$ cat src/rtl/dmem_store_buffer.sv
// Posted-store FIFO in front of a slow word RAM, with combinational loads.
// Build option STORE_FWD_EN: loads take data from buffered stores instead of stalling.
module dmem_store_buffer #(
    parameter int DEPTH     = 4,
    parameter int MEM_WORDS = 64,
    parameter int WRITE_LAT = 2
) (
    input  logic                   clk,
    input  logic                   reset,
    input  logic                   mem_write,
    input  logic                   mem_read,
    input  logic [31:0]            data_addr,
    input  logic [31:0]            write_data,
    output logic [31:0]            read_data,
    output logic                   stall,
    output logic [$clog2(DEPTH):0] buf_count,
    output logic                   drain_busy
);
    // state | meaning
    // IDLE  | nothing being committed; leaves as soon as the buffer holds an entry
    // WRITE | head entry in flight to RAM; cnt counts down to the commit edge

    localparam int AW = $clog2(MEM_WORDS);
    localparam int PW = $clog2(DEPTH);
    localparam int CW = (WRITE_LAT > 1) ? $clog2(WRITE_LAT) : 1;
    localparam logic [CW-1:0] CNT_LOAD = CW'(WRITE_LAT - 1);
    localparam logic [PW:0]   FULL_CNT = (PW + 1)'(DEPTH);

    typedef enum logic {IDLE = 1'b0, WRITE = 1'b1} state_t;

    state_t        state, state_nxt;
    logic [CW-1:0] cnt;
    logic [PW-1:0] head, tail, idx;
    logic [PW:0]   count;
    logic [AW-1:0] ent_word [DEPTH];
    logic [31:0]   ent_data [DEPTH];
    logic [31:0]   ram [MEM_WORDS];

    logic [AW-1:0] word;
    logic          full, push, pop, hit, hazard;
    logic [31:0]   hit_data;
    logic          unused_bits;

    assign word        = data_addr[AW+1:2];
    assign unused_bits = ^{data_addr[31:AW+2], data_addr[1:0], mem_read};
    assign full        = (count == FULL_CNT);
    assign pop         = (state == WRITE) && (cnt == '0);
    assign push        = mem_write && !stall;

    // Scan oldest to youngest so the youngest matching entry wins.
    always_comb begin
        hit      = 1'b0;
        hit_data = '0;
        idx      = '0;
        for (int i = 0; i < DEPTH; i++) begin
            idx = head + PW'(i);
            if (((PW + 1)'(i) < count) && (ent_word[idx] == word)) begin
                hit      = 1'b1;
                hit_data = ent_data[idx];
            end
        end
    end

`ifdef STORE_FWD_EN
    assign read_data = hit ? hit_data : ram[word];
    assign hazard    = 1'b0;
`else
    assign read_data = ram[word];
    assign hazard    = mem_read && hit;
`endif

    assign stall = (mem_write && full) || hazard;

    always_ff @(posedge clk) begin
        if (reset) begin
            head  <= '0;
            tail  <= '0;
            count <= '0;
        end else begin
            if (push) tail <= tail + PW'(1);
            if (pop)  head <= head + PW'(1);
            case ({push, pop})
                2'b10:   count <= count + (PW + 1)'(1);
                2'b01:   count <= count - (PW + 1)'(1);
                default: count <= count;
            endcase
        end
    end

    always_ff @(posedge clk) begin
        if (!reset && push) begin
            ent_word[tail] <= word;
            ent_data[tail] <= write_data;
        end
    end

    // Reset wins over a commit landing on the same edge, so nothing half-drains.
    always_ff @(posedge clk) begin
        if (!reset && pop) ram[ent_word[head]] <= ent_data[head];
    end

    always_ff @(posedge clk) begin
        if (reset) state <= IDLE;
        else       state <= state_nxt;
    end

    always_comb begin
        state_nxt = state;
        case (state)
            IDLE:    if (count != '0) state_nxt = WRITE;
            WRITE:   if ((cnt == '0) && (count == (PW + 1)'(1))) state_nxt = IDLE;
            default: state_nxt = IDLE;
        endcase
    end

    always_ff @(posedge clk) begin
        if (reset) begin
            cnt <= '0;
        end else if (state == IDLE) begin
            if (count != '0) cnt <= CNT_LOAD;
        end else if (cnt != '0) begin
            cnt <= cnt - CW'(1);
        end else begin
            cnt <= CNT_LOAD;
        end
    end

    always_comb begin
        drain_busy = (state == WRITE);
        buf_count  = count;
    end

endmodule

$ cat config.mk
export PLATFORM = sky130hd
export DESIGN_NAME = dmem_store_buffer
export DESIGN_NICKNAME = d
export VERILOG_FILES = /design/src/rtl/dmem_store_buffer.sv
export SDC_FILE = /design/constraint.sdc
export NUM_CORES = 2
export LEC_CHECK = 0
export BUFFER_PORTS_ARGS = -buffer_cell sky130_fd_sc_hd__buf_2
export CAP_MARGIN = 20
export CELL_PAD_IN_SITES_DETAIL_PLACEMENT = 1
export CELL_PAD_IN_SITES_GLOBAL_PLACEMENT = 1
export CORE_MARGIN = 2
export CORE_UTILIZATION = 60
export CTS_CLUSTER_DIAMETER = 30
export DETAILED_ROUTE_END_ITERATION = 12
export GPL_TIMING_DRIVEN = 1
export MAX_ROUTING_LAYER = met4
export PLACE_DENSITY = 0.82
export SETUP_SLACK_MARGIN = 0.5
export SYNTH_ARGS = -nofsm -noshare
export SYNTH_HDL_FRONTEND = slang
export SYNTH_SLANG_ARGS = --single-unit
$ cat constraint.sdc
create_clock -name clk -period 12.5 [get_ports clk]
set_input_delay 3.75 -clock clk [delete_from_list [all_inputs] [get_ports clk]]
set_output_delay 3.75 -clock clk [all_outputs]
set_load 0.05 [all_outputs]
* After elaboration in Yosys (flattened, before gate mapping)
Memories as Yosys holds them, arrays and structs flattened. A register that Yosys moved wholly into a read port is not among the register bits.
Index checks and enable logic that the tools add are counted.
** Operators by class
- Add/sub/neg operators :: 7
- $lt $le $gt $ge :: 4
- Equal/unequal tests :: 8
- Multiplexer cells :: 19
- Bitwise operators :: 2
- Reductions and logical operators :: 17
** Operators by type and width (number)
- $eq 6x6->1 :: 4
- $mux 1 :: 13
- $logic_and 1x1->1 :: 11
- $mux 2 :: 4
- $lt 1x3->1 const A :: 2
- $lt 2x3->1 const A :: 2
- $pmux 3 s2 :: 1
- $add 2x1->2 const B :: 2
- $add 2x2->2 const B :: 2
- $reduce_bool 2->1 :: 2
- $add 3x1->3 const B :: 1
- $eq 3x1->1 const B :: 1
- $eq 3x3->1 const B :: 1
- $reduce_bool 3->1 :: 1
- $sub 3x1->3 const B :: 1
- $eq 2x1->1 const B :: 1
- $eq 2x2->1 const B :: 1
- $logic_not 1->1 :: 2
- $not 1->1 :: 2
- $pmux 1 s2 :: 1
- $logic_or 1x1->1 :: 1
- $sub 1x1->1 const B :: 1
** Storage, ports and cells
- Flip-flop bits (word level) :: 9
- Memory bits (writable) :: 2200
- Output and inout bits :: 37
- Logic and storage cells :: 65
- Memories :: 3
** Memory list
- ram :: words 64, bits a word 32, rd ports 1, clocked after memory_dff 0, wr ports 1, RTL line 37 : logic [31:0] ram [MEM_WORDS];
- ent_data :: words 4, bits a word 32, rd ports 1, clocked after memory_dff 1, wr ports 1, RTL line 36 : logic [31:0] ent_data [DEPTH];
- ent_word :: words 4, bits a word 6, rd ports 4, clocked after memory_dff 1, wr ports 1, RTL line 35 : logic [AW-1:0] ent_word [DEPTH];

* Depth between registers and ports, before layout
An unclocked memory read counts as a cell.
- Depth after elaboration :: 14
- Depth in mapped cells :: 14
- Gate-level depth less buffers :: 12

* Worst setup path before layout
No wires, ideal clock.
- Kind :: input -> output
- Start :: in data_addr[2]
- End :: out read_data[16]
- Arrival :: 6.227 ns
- Path slack :: 2.523 ns
- Cell stages on the path :: 8
- Path through :: clkbuf_1 -> buf_2 -> buf_1 -> mux4_2 -> mux4_2 -> mux2_2 -> nand2_1 -> o21ai_1
** Between the ends
- Word-level cells in the longest chain between the ends :: 1
** RTL lines
- from (decl) :: RTL line 12 : input logic [31:0] data_addr,
- $mem_v2 64x32
- to (decl) :: RTL line 14 : output logic [31:0] read_data,
No other way between the ends.

* Worst setup path in the final report
- Start :: in data_addr[2]
- End :: out read_data[13]
The elaborated chain is that of the path after synthesis.

==> flow_results.org <==
** Outcome
- The flow ran to the end, and the final reports show no timing, DRC or antenna violations.

** Clock tree
- The root buffer cell chosen for the clock tree is sky130_fd_sc_hd__clkbuf_16.
- Clock latency on the worst-skew pair, taken at its later pin, is 950 ps.
- In this run, post-CTS repair resized a total of 0 instances.
- Clock transition at path regs :: 50 ps
- CTS tree :: done
- Clock Path Buffers :: 4
- The clock drives 2,211 sinks.
- Once the clock tree was built, the setup fixing pass inserted 0 buffers.
- The number of clock buffers added by TritonCTS is 411.
- Count of hold buffers inserted by post-cts repair :: 0
- The H-tree was split into 5 levels.

** Synthesis
- Avg Inst Size Synth :: 25.1 um^2
- Yosys printed 0 warnings.
- Post-synth cell types :: 42
- Summing the sequential cell areas from Yosys gives 78.3% of the chip area.
- Post-synthesis instance area :: 84,700 um^2
- In the synthesized netlist the dominant register cell turns out to be sky130_fd_sc_hd__edfxtp_1.
- Of all flip-flops after synthesis, the portion carrying an async set or reset was 0%.
- In this run, synthesis inferred 2,200 flip-flops with an integrated enable.
- The number of nets handed over by synthesis was 3,454.
- In this run, synthesis produced a sequential element count of 2,211.
- Cells after Synth :: 3,377

** STA
- For this run, the top clock speed supported by timing is 0.0910 GHz.
- Max transition margin :: 24.0%
- Clock tree skew after final layout :: 55.4 ps
- The number of pins exceeding their max-slew limit in the final report is 0.
- Setup repair after global routing left no endpoint under its margin.
- Setup total negative slack on the finished layout was measured at 0 ps.
- At the pin with the least slew margin, the transition time is 1140 ps.
- Worst Hold Slack :: 503 ps
- The final number of hold-violating endpoints is 0.
- Tmin final :: 10,990 ps
- Setup violations remaining at the end of the flow were counted as 0.
- Fraction of the cycle the final worst path needs :: 87.9%

** Hold path
- Hold/Removal Path Class :: register to register

** Setup path
- Capturing element type of the critical path :: primary output
- Maximum fanout encountered on the critical timing path :: 48
- Endpoint required time on the critical path :: 8750 ps
- The setup path with the least slack is of type input port to primary output.
- The worst setup path is launched from an input port.
- CP Data Arrival Time :: 7240 ps

** Finish
- P&R area growth vs syn :: 21.2%
- Count of filler cells inserted in the layout :: 9,935
- Total non-filler cell area in the finished layout :: 103,000 um^2
- End-of-flow core utilization :: 73.4%
- Share of final-layout standard cells stronger than drive strength 1 :: 40.1%
- For this run, the post-layout net count is 3,902.
- In the layout the commonest cells are 2,200 x sky130_fd_sc_hd__edfxtp_1, 695 x sky130_fd_sc_hd__mux4_2, 417 x sky130_fd_sc_hd__clkbuf_16.
- Most common cell after layout, fill and taps aside :: sky130_fd_sc_hd__edfxtp_1

** Floorplan
- Row generation in the floorplan step produced 137 rows.
- Die Area :: 144,000 um^2
- Io pins :: 105
- Die extent in x :: 380 um
- Height of the die :: 380 um
- Effective utilization at floorplan :: 60.5%
- The total area inside the core boundary comes to 140,000 um^2.

** GRT
- The first global-routing pass estimated 386,000 um of wire.
- The number of antenna violations at the first check in global routing was 9.
- Total track usage :: 40.6%
- Pin count of the biggest net entering global routing :: 88
- Final global-route overflow total :: 0
- Via count of the first global-routing pass :: 47,113

** Power
- Post-layout total power :: 23.0 mW
- Pleak :: 32.9 nW
- Dividing total power by cell area gives a power density of 224 nW/um^2.
- VDD sags by at most 0.000206 V.

** Placed design
- Once placement finished, the instance area stood at 88,300 um^2.
- Half-perimeter wire length of the detailed placement result :: 114,000 um
- Input and output buffers added on the ports amount to 78.
- Final RePlAce weighted congestion :: 0.860

** Routing
- Routed vias/inst :: 7.47
- After detailed routing, the average wire length per cell comes to 47.0 um.
- For this block, the via count after detailed routing is 45,081.
- Number of DRC violations after detailed-routing iteration 0 :: 7,374
- Post-detailed-routing wire length :: 283,000 um
- Once detail routing completed, the nets flagged for antenna violations numbered 0.
- Detailed-routing iteration count for the pre-antenna-repair pass :: 8
- After detailed routing, the number of remaining DRC violations is 0.

** Flow run
- Total of max-cap violations :: 0
-- report_power, final --
group	total [mW]	internal [mW]	switching, mW
Clock	11.7	7.45	4.27
Combinational	2.21	0.540	1.67
Sequential	9.08	9.01	0.0662
Total	23.0	17.0	6.00
-- metrics by stage --
step	setup WS [ps]	std cells
finish	1510	6036
floorplan	2520	3377
detailed placement	1740	5273
global placement	1800	5273
global route	1470	6035
CTS	1580	6013
-- worst max-delay path, cell delays in order --
cell	delay [ps]
sky130_fd_sc_hd__buf_8	500
sky130_fd_sc_hd__buf_12	400
sky130_fd_sc_hd__mux4_2	590
sky130_fd_sc_hd__mux4_2	540
sky130_fd_sc_hd__mux2i_1	560
sky130_fd_sc_hd__o21ai_1	430
sky130_fd_sc_hd__buf_2	370
-- flip-flops by register name, summed over array words and instances, names as in the netlist, named ones only --
name,cells
ram,2048
ent_data,128
ent_word,24
buf_count,3
head,2
tail,2
cnt,1
drain_busy,1
-- final cells by class --
type                       instances  area, um^2  area share (%)
antenna                            8        20.0          0.0195
clock buffer                     451       10600            10.3
clock inverter                   289        3480            3.39
inverter                          12        45.0          0.0439
multi-input combinational        979       18100            17.7
sequential                      2211       66300            64.6
tap                             1876        2350            2.29
timing repair buffer             210        1790            1.74
-- metal layers --
| layer | wire (um) | GRT usage [%] | up-vias |
|---|---|---|---|
| li1 | - | - | 15743 |
| met1 | 94000 | 50.3 | 23956 |
| met2 | 141000 | 63.3 | 4432 |
| met3 | 31600 | 8.78 | 950 |
| met4 | 17300 | 22.5 | 0 |
| met5 | 0 | - | - |
-- cells in the mapped netlist (11+ instances only) --
cell                          n  share of area [%]
sky130_fd_sc_hd__edfxtp_1  2200                 78
sky130_fd_sc_hd__mux4_2     703                 19
sky130_fd_sc_hd__clkbuf_1    91               0.40
sky130_fd_sc_hd__nor2_1      76               0.34
sky130_fd_sc_hd__buf_2       54               0.32
sky130_fd_sc_hd__nand2_1     36               0.16
sky130_fd_sc_hd__mux2i_1     32               0.38
sky130_fd_sc_hd__buf_1       26               0.12
sky130_fd_sc_hd__mux2_2      16               0.21
sky130_fd_sc_hd__o21ai_1     16              0.095
sky130_fd_sc_hd__xor2_1      15               0.16
sky130_fd_sc_hd__xnor2_1     14               0.14
sky130_fd_sc_hd__dfxtp_1     11               0.26
sky130_fd_sc_hd__inv_1       11              0.049
-- cell families (layout without fill, tap and decap cells) --
logic type,after synthesis,after routing,synth area share (%)
flops,2211,2211,78.3
mux,753,753,19.3
buf+inv,187,962,0.931
simple gates,155,155,0.822
compound gates,33,33,0.220
xor+xnor,29,29,0.300
fa+ha+maj,9,9,0.133
other cells,0,8,0
-- worst paths after layout --
| path | cells past startpoint | slack (ps) | endpoint | from |
|---|---|---|---|---|
| max | 7 | 1510 | read_data[13] | data_addr[2] |
| min | 1 | 500 | cnt$_SDFFE_PP0P_ | cnt$_SDFFE_PP0P_ |
| max reg2reg | 10 | 8130 | ent_data[2][12]$_DFFE_PP_ | register |
| min reg2reg | 1 | 500 | cnt$_SDFFE_PP0P_ | cnt$_SDFFE_PP0P_ |
Note: power is estimated with default switching activity, not from simulation.
